<file path="src/rtl/reg_file_param.sv">
// Parametrised register file: two registered read ports with write-first bypass,
// one write port, synchronous clear-all and an optional hardwired zero register.
module reg_file_param #(
    parameter int DATA_W   = 8,
    parameter int ADDR_W   = 3,
    parameter int ZERO_REG = 0
) (
    input  logic              clk,
    input  logic              RESET,
    input  logic              CLEAR,
    input  logic              WRITE,
    input  logic [ADDR_W-1:0] INaddr,
    input  logic [DATA_W-1:0] IN,
    input  logic              READ,
    input  logic [ADDR_W-1:0] OUT1addr,
    input  logic [ADDR_W-1:0] OUT2addr,
    output logic [DATA_W-1:0] OUT1,
    output logic [DATA_W-1:0] OUT2,
    output logic              OUT_VALID
);

    localparam int DEPTH = 1 << ADDR_W;

    logic [DATA_W-1:0] regs [DEPTH];
    logic              write_en;
    logic [DATA_W-1:0] rd1_value;
    logic [DATA_W-1:0] rd2_value;

    // A write to register 0 is dropped when it is hardwired to zero.
    assign write_en = WRITE && !CLEAR && !((ZERO_REG != 0) && (INaddr == '0));

    // NOTE: every output of this block is assigned a default first, so no
    // path leaves a value unassigned and no latch is inferred.
    always_comb begin
        rd1_value = regs[OUT1addr];
        rd2_value = regs[OUT2addr];
        if (WRITE && INaddr == OUT1addr) rd1_value = IN;
        if (WRITE && INaddr == OUT2addr) rd2_value = IN;
        if ((ZERO_REG != 0) && OUT1addr == '0) rd1_value = '0;
        if ((ZERO_REG != 0) && OUT2addr == '0) rd2_value = '0;
        // Clear wins over both the stored contents and the bypassed write data.
        if (CLEAR) begin
            rd1_value = '0;
            rd2_value = '0;
        end
    end

    // NOTE: the array is reset along with the rest of the state because the
    // block must read 0 everywhere after reset; this keeps it in flops, not RAM.
    always_ff @(posedge clk or posedge RESET) begin
        if (RESET) begin
            for (int i = 0; i < DEPTH; i++) regs[i] <= '0;
        end else if (CLEAR) begin
            for (int i = 0; i < DEPTH; i++) regs[i] <= '0;
        end else if (write_en) begin
            // NOTE: non-blocking so every flop samples pre-edge values.
            regs[INaddr] <= IN;
        end
    end

    always_ff @(posedge clk or posedge RESET) begin
        if (RESET) begin
            OUT1      <= '0;
            OUT2      <= '0;
            OUT_VALID <= 1'b0;
        end else begin
            OUT_VALID <= READ;
            if (READ) begin
                OUT1 <= rd1_value;
                OUT2 <= rd2_value;
            end
        end
    end

endmodule

</file>
<file path="config.mk">
export PLATFORM = sky130hd
export DESIGN_NAME = reg_file_param
export DESIGN_NICKNAME = d
export VERILOG_FILES = /design/src/rtl/reg_file_param.sv
export SDC_FILE = /design/constraint.sdc
export NUM_CORES = 1
export LEC_CHECK = 0
export BUFFER_PORTS_ARGS = -buffer_cell sky130_fd_sc_hd__buf_2
export CORE_MARGIN = 5
export CORE_UTILIZATION = 54
export CTS_CLUSTER_DIAMETER = 30
export CTS_CLUSTER_SIZE = 25
export DETAILED_ROUTE_END_ITERATION = 8
export PLACE_DENSITY = 0.73
export SETUP_SLACK_MARGIN = 0.3
export SYNTH_ARGS = -nofsm -noshare
export SYNTH_HDL_FRONTEND = slang
export SYNTH_SLANG_ARGS = --single-unit
</file>
<file path="constraint.sdc">
create_clock -name clk -period 2.4 [get_ports clk]
set_clock_uncertainty 0.1 [all_clocks]
set_input_delay 0.36 -clock clk [delete_from_list [all_inputs] [get_ports clk]]
set_output_delay 0.36 -clock clk [all_outputs]
set_load 0.005 [all_outputs]
</file>
# Yosys cells after proc, flatten, opt, wreduce, memory -nomap -nowiden
# Index checks and enable logic that the tools add are counted.
dict set report classes {
  shift 0
  reduce_logical 6
  muxes 15
  bitwise_logic 3
  add_sub_neg 0
  magnitude_cmp 4
  eq_ne 2
  mul 0
  div_mod_pow 0
}
# op count
set ops {}
lappend ops {{$mux W64} 2}
lappend ops {{$mux W8} 9}
lappend ops {{$bwmux W64} 1}
lappend ops {{$bmux W8 S3} 2}
lappend ops {{$demux W8 S3} 1}
lappend ops {{$ge A4 B4 Y1 const B} 3}
lappend ops {{$not A3 Y4} 3}
lappend ops {{$eq A3 B3 Y1} 2}
lappend ops {{$logic_and A1 B1 Y1} 4}
lappend ops {{$lt A4 B1 Y1 const B} 1}
lappend ops {{$reduce_bool A2 Y1} 1}
lappend ops {{$logic_not A1 Y1} 1}
dict set report totals {
  ram_bits 0
  register_bits 81
  memories 0
  out_inout_bits 17
  wordCells 41
  mem_bits_ro 0
  latchBits 0
}

# Depth between registers and ports, before layout
dict set report depth {
  ltp_word 8
  ltp_mapped 5
}

# Worst setup path before layout
# No wires, ideal clock.
dict set report synth_path {
  path_kind {input to register}
  from {input OUT1addr[2]}
  to {register OUT1[1]}
  setup_ns 0.157
  n_path_buf 2
  t_arrival_ns 1.459
  slack_ns 0.684
  cell_stages 5
  path_cell_list {buf_2 clkbuf_1 mux4_2 mux2i_1 o221ai_1}
}
dict set report synth_between {
  elab_chain_len 6
  word_cells_on_any_way 8
  cone_classes {eq/ne (1); mux (5); bitwise (1); reduce/logical (1)}
}
# item line
set synth_rtl {}
lappend synth_rtl {{from (decl)} 15} ;# input logic [ADDR_W-1:0] OUT1addr,
lappend synth_rtl {{$not A3 Y4 (implied by the code)} 35} ;# rd1_value = regs[OUT1addr];
lappend synth_rtl {{$bmux W8 S3} 35}
lappend synth_rtl {{$mux W8 (implied by the code) (2 in a row)} 35}
lappend synth_rtl {{$mux W8 *} 37} ;# if (WRITE && INaddr == OUT1addr) rd1_value = IN;
lappend synth_rtl {{$mux W8 *} 42} ;# if (CLEAR) begin
lappend synth_rtl {{to (signal assigned)} 69} ;# OUT1 <= rd1_value;
lappend synth_rtl {{to (decl)} 17} ;# output logic [DATA_W-1:0] OUT1,
# Every way passes the cells marked *; elsewhere a longest branch is shown, timed or not. The select of a mux whose other input is x is not followed.
# A chain may end at the register's enable or synchronous reset.

# Worst setup path in the final report
dict set report layout_path {
  from {input OUT2addr[0]}
  to {register OUT2[1]}
}
dict set report layout_between {
  elab_chain_len 6
  word_cells_on_any_way 8
  cone_classes {eq/ne (1); mux (5); bitwise (1); reduce/logical (1)}
}
# item line
set layout_rtl {}
lappend layout_rtl {{from (decl)} 16} ;# input logic [ADDR_W-1:0] OUT2addr,
lappend layout_rtl {{$not A3 Y4 (implied by the code)} 36} ;# rd2_value = regs[OUT2addr];
lappend layout_rtl {{$bmux W8 S3} 36}
lappend layout_rtl {{$mux W8 (implied by the code) (2 in a row)} 36}
lappend layout_rtl {{$mux W8 *} 38} ;# if (WRITE && INaddr == OUT2addr) rd2_value = IN;
lappend layout_rtl {{$mux W8 *} 42}
lappend layout_rtl {{to (signal assigned)} 70} ;# OUT2 <= rd2_value;
lappend layout_rtl {{to (decl)} 18} ;# output logic [DATA_W-1:0] OUT2,
# Marks and branches as above.

==> qor.csv <==
stage,metric,value,unit
detailed_routing,final wirelength,11180,um
cells_and_area,# diodes,0,
global_routing,antenna violations before repair,0,
clock_tree,postcts setup bufs,0,
clock_tree,CTS Buf Count,9,
cells_and_area,area grow syn2layout,11.46,%
cells_and_area,"most common cell after layout, fill and taps aside",dfrtp_1,
timing,setup violators final,0,
synthesis,instance count of the mapped netlist,404,
synthesis,Synth Warn #,0,
synthesis,post-synth top area share,45.38,%
setup_path,Setup CP Type,in -> reg,
floorplanning,I/O pin count,39,
detailed_routing,Initial DRC Count,266,
cells_and_area,Reg area,2027,um2
cells_and_area,Layout Cells excl Fill,541,
synthesis,"Net Count, Synth",426,
setup_path,crit path max fanout,9,
global_routing,first-pass GRT wire length,18470,um
setup_path,Crit. End Element,register,
cells_and_area,multi-input logic area,2217,um2
clock_tree,clk_lat worst skew,0.37,ns
global_routing,largest net degree at the start of global routing,82,
cells_and_area,"commonest non-fill, non-tap cells in the layout","dfrtp_1, nand2_1, mux2i_1, a21oi_1, buf_2",
run_status,run status,"complete, but fails checks",
setup_path,critical path arrival,1.76,ns
place,placed insts,525,
global_routing,GRT overflow,0,
detailed_routing,Antenna Nets Post-Route,0,
cells_and_area,share of layout cells above drive strength 1,25.46,%
setup_path,WP data required,2.58,ns
clock_tree,CTS Root Cell,clkbuf_8,
timing,worst-margin pin slew,0.6491,ns
timing,Peak Freq,0.6311,GHz
clock_tree,CTS tree,yes,
detailed_routing,drt drc,0,
place,GPL Wtd Cong,0.8501,
clock_tree,cts hold-fix bufs,0,
floorplanning,Initial Utilization,54.91,%
timing,RSZ-0062 raised after global routing,false,
timing,worst hold margin,-0.01123,ns
synthesis,Yosys reg bits,81,
place,IO buf count,38,
timing,final hold vios,15,
synthesis,"Avg Cell Area, Syn",11.06,um2
synthesis,sequential share of the synthesized area,45.38,%
floorplanning,row count,33,
timing,period utilization,66.02,%
setup_path,crit start category,input port,
floorplanning,CORE AREA,8134,um2
clock_tree,Sink Count,81,
timing,Slew Limit Fails,0,
clock_tree,post-cts sizing count,0,
synthesis,largest cells by area after synthesis,"dfrtp_1, mux4_2, mux2i_1, nand2_1, a21oi_1",
synthesis,post-synthesis cell area,4467,um2
clock_tree,clock buffer depth,2,
cells_and_area,Fillers,652,
power_and_ir_drop,Leak,2.146,nW
synthesis,Unique masters post-synth,24,
floorplanning,Die W,101.0,um
detailed_routing,Avg WL per Cell,20.67,um
flow_run,MaxCap Viol Count,0,
power_and_ir_drop,PwrDens,563.8,nW/um2
power_and_ir_drop,Max IR drop VDD,0.2204,mV
timing,TNS Setup,0,ns
cells_and_area,final net count,453,
timing,Rel. slew slack,56.73,%
timing,Tmin final,1.585,ns
clock_tree,Worst-path clk slew,0.09,ns
run_status,failing checks,hold timing,
synthesis,leading area contributor after synthesis,dfrtp_1,
global_routing,GRT Total Usage,23.86,%
floorplanning,die area,10190,um2
global_routing,number of global-route vias before repair,3453,
detailed_routing,Pre-antenna DRT Iters,4,
worst_hold_path,Hold WC Path Type,in -> async,
detailed_routing,vias per cell,6.226,
detailed_routing,DR vias,3368,
clock_tree,H-tree level count,3,
place,DP HPWL,8082,um
floorplanning,Die Span Y,101.0,um
-- final cells by class --
cell class | instances | share of cell area (%)
Clock buffer | 9 | 2.488
Clock inverter | 7 | 1.759
Inverter | 10 | 0.8294
Multi-Input combinational cell | 273 | 44.53
Sequential cell | 81 | 40.71
Tap cell | 105 | 2.639
Timing Repair Buffer | 56 | 7.037
-- routing by layer --
metal	global-route usage, %	vias to the layer above	share of wire, %
li1	-	1495	-
met1	32.32	1682	41
met2	37.06	171	47
met3	5.190	20	9.2
met4	10.63	0	2.5
met5	0	-	0
-- flip-flops by register name, indices dropped and copies added, names as in the netlist --
signal and flops:
regs 64, OUT1 8, OUT2 8, OUT_VALID 1
-- per-stage QoR --
stage	total power, mW	utilization (%)	instance area (um2)	worst slack [ns]
floorplan	1.666	-	4471	0.6842
global route	2.908	61.21	4979	0.7066
detailed placement	1.771	58.61	4767	0.4150
CTS	2.823	61.21	4979	0.8005
global placement	1.760	58.61	4767	0.4502
finish	2.807	61.21	4979	0.8155
-- worst max-delay path, cell delays in order --
cell	delay [ns]
buf_2	0.29
xor2_1	0.16
or4b_1	0.70
o221ai_1	0.24
-- cell usage after synthesis, drive strengths merged --
cell type,number
mux2i,40
and4,1
or4b,3
dfrtp,81
clkbuf,23
and3b,1
mux4,32
o221ai,16
nor2b,1
and4b,3
nor4b,1
buf,17
nor2,24
nor4bb,3
nand4b,3
a21oi,40
o41ai,2
nand2,80
nand4,1
nand2b,16
xor2,6
inv,10
-- power by group --
part	total (mW)	internal [mW]	switching, mW
clock network	1.06	0.500	0.562
logic	0.323	0.129	0.194
registers	1.42	1.40	0.0264
-- final timing paths --
kind                                           start                    to  slack, ns  cells after the start
worst min register to register   OUT2[0]$_DFFE_PP0P_   OUT2[0]$_DFFE_PP0P_       0.40                      2
worst max register to register  regs[12]$_DFFE_PP0P_   OUT1[4]$_DFFE_PP0P_       0.89                      3
worst max-delay path                     OUT2addr[0]   OUT2[1]$_DFFE_PP0P_       0.82                      4
worst min-delay path                           RESET  regs[40]$_DFFE_PP0P_      -0.01                      3
max in group asynchronous                      RESET  regs[59]$_DFFE_PP0P_       1.86                      3
min in group clk                                READ   OUT_VALID$_DFF_PP0_       0.17                      1
-- kinds of logic after synthesis --
family                    synth area share (%)
and+or+nand+nor                          14.59
xor gates and xnor gates                 1.176
muxes                                    25.10
buffers and inverters                    5.406
DFF                                      45.38
AOI/OAI and AO/OA                        8.347
Power figures use the tool's default switching activity.
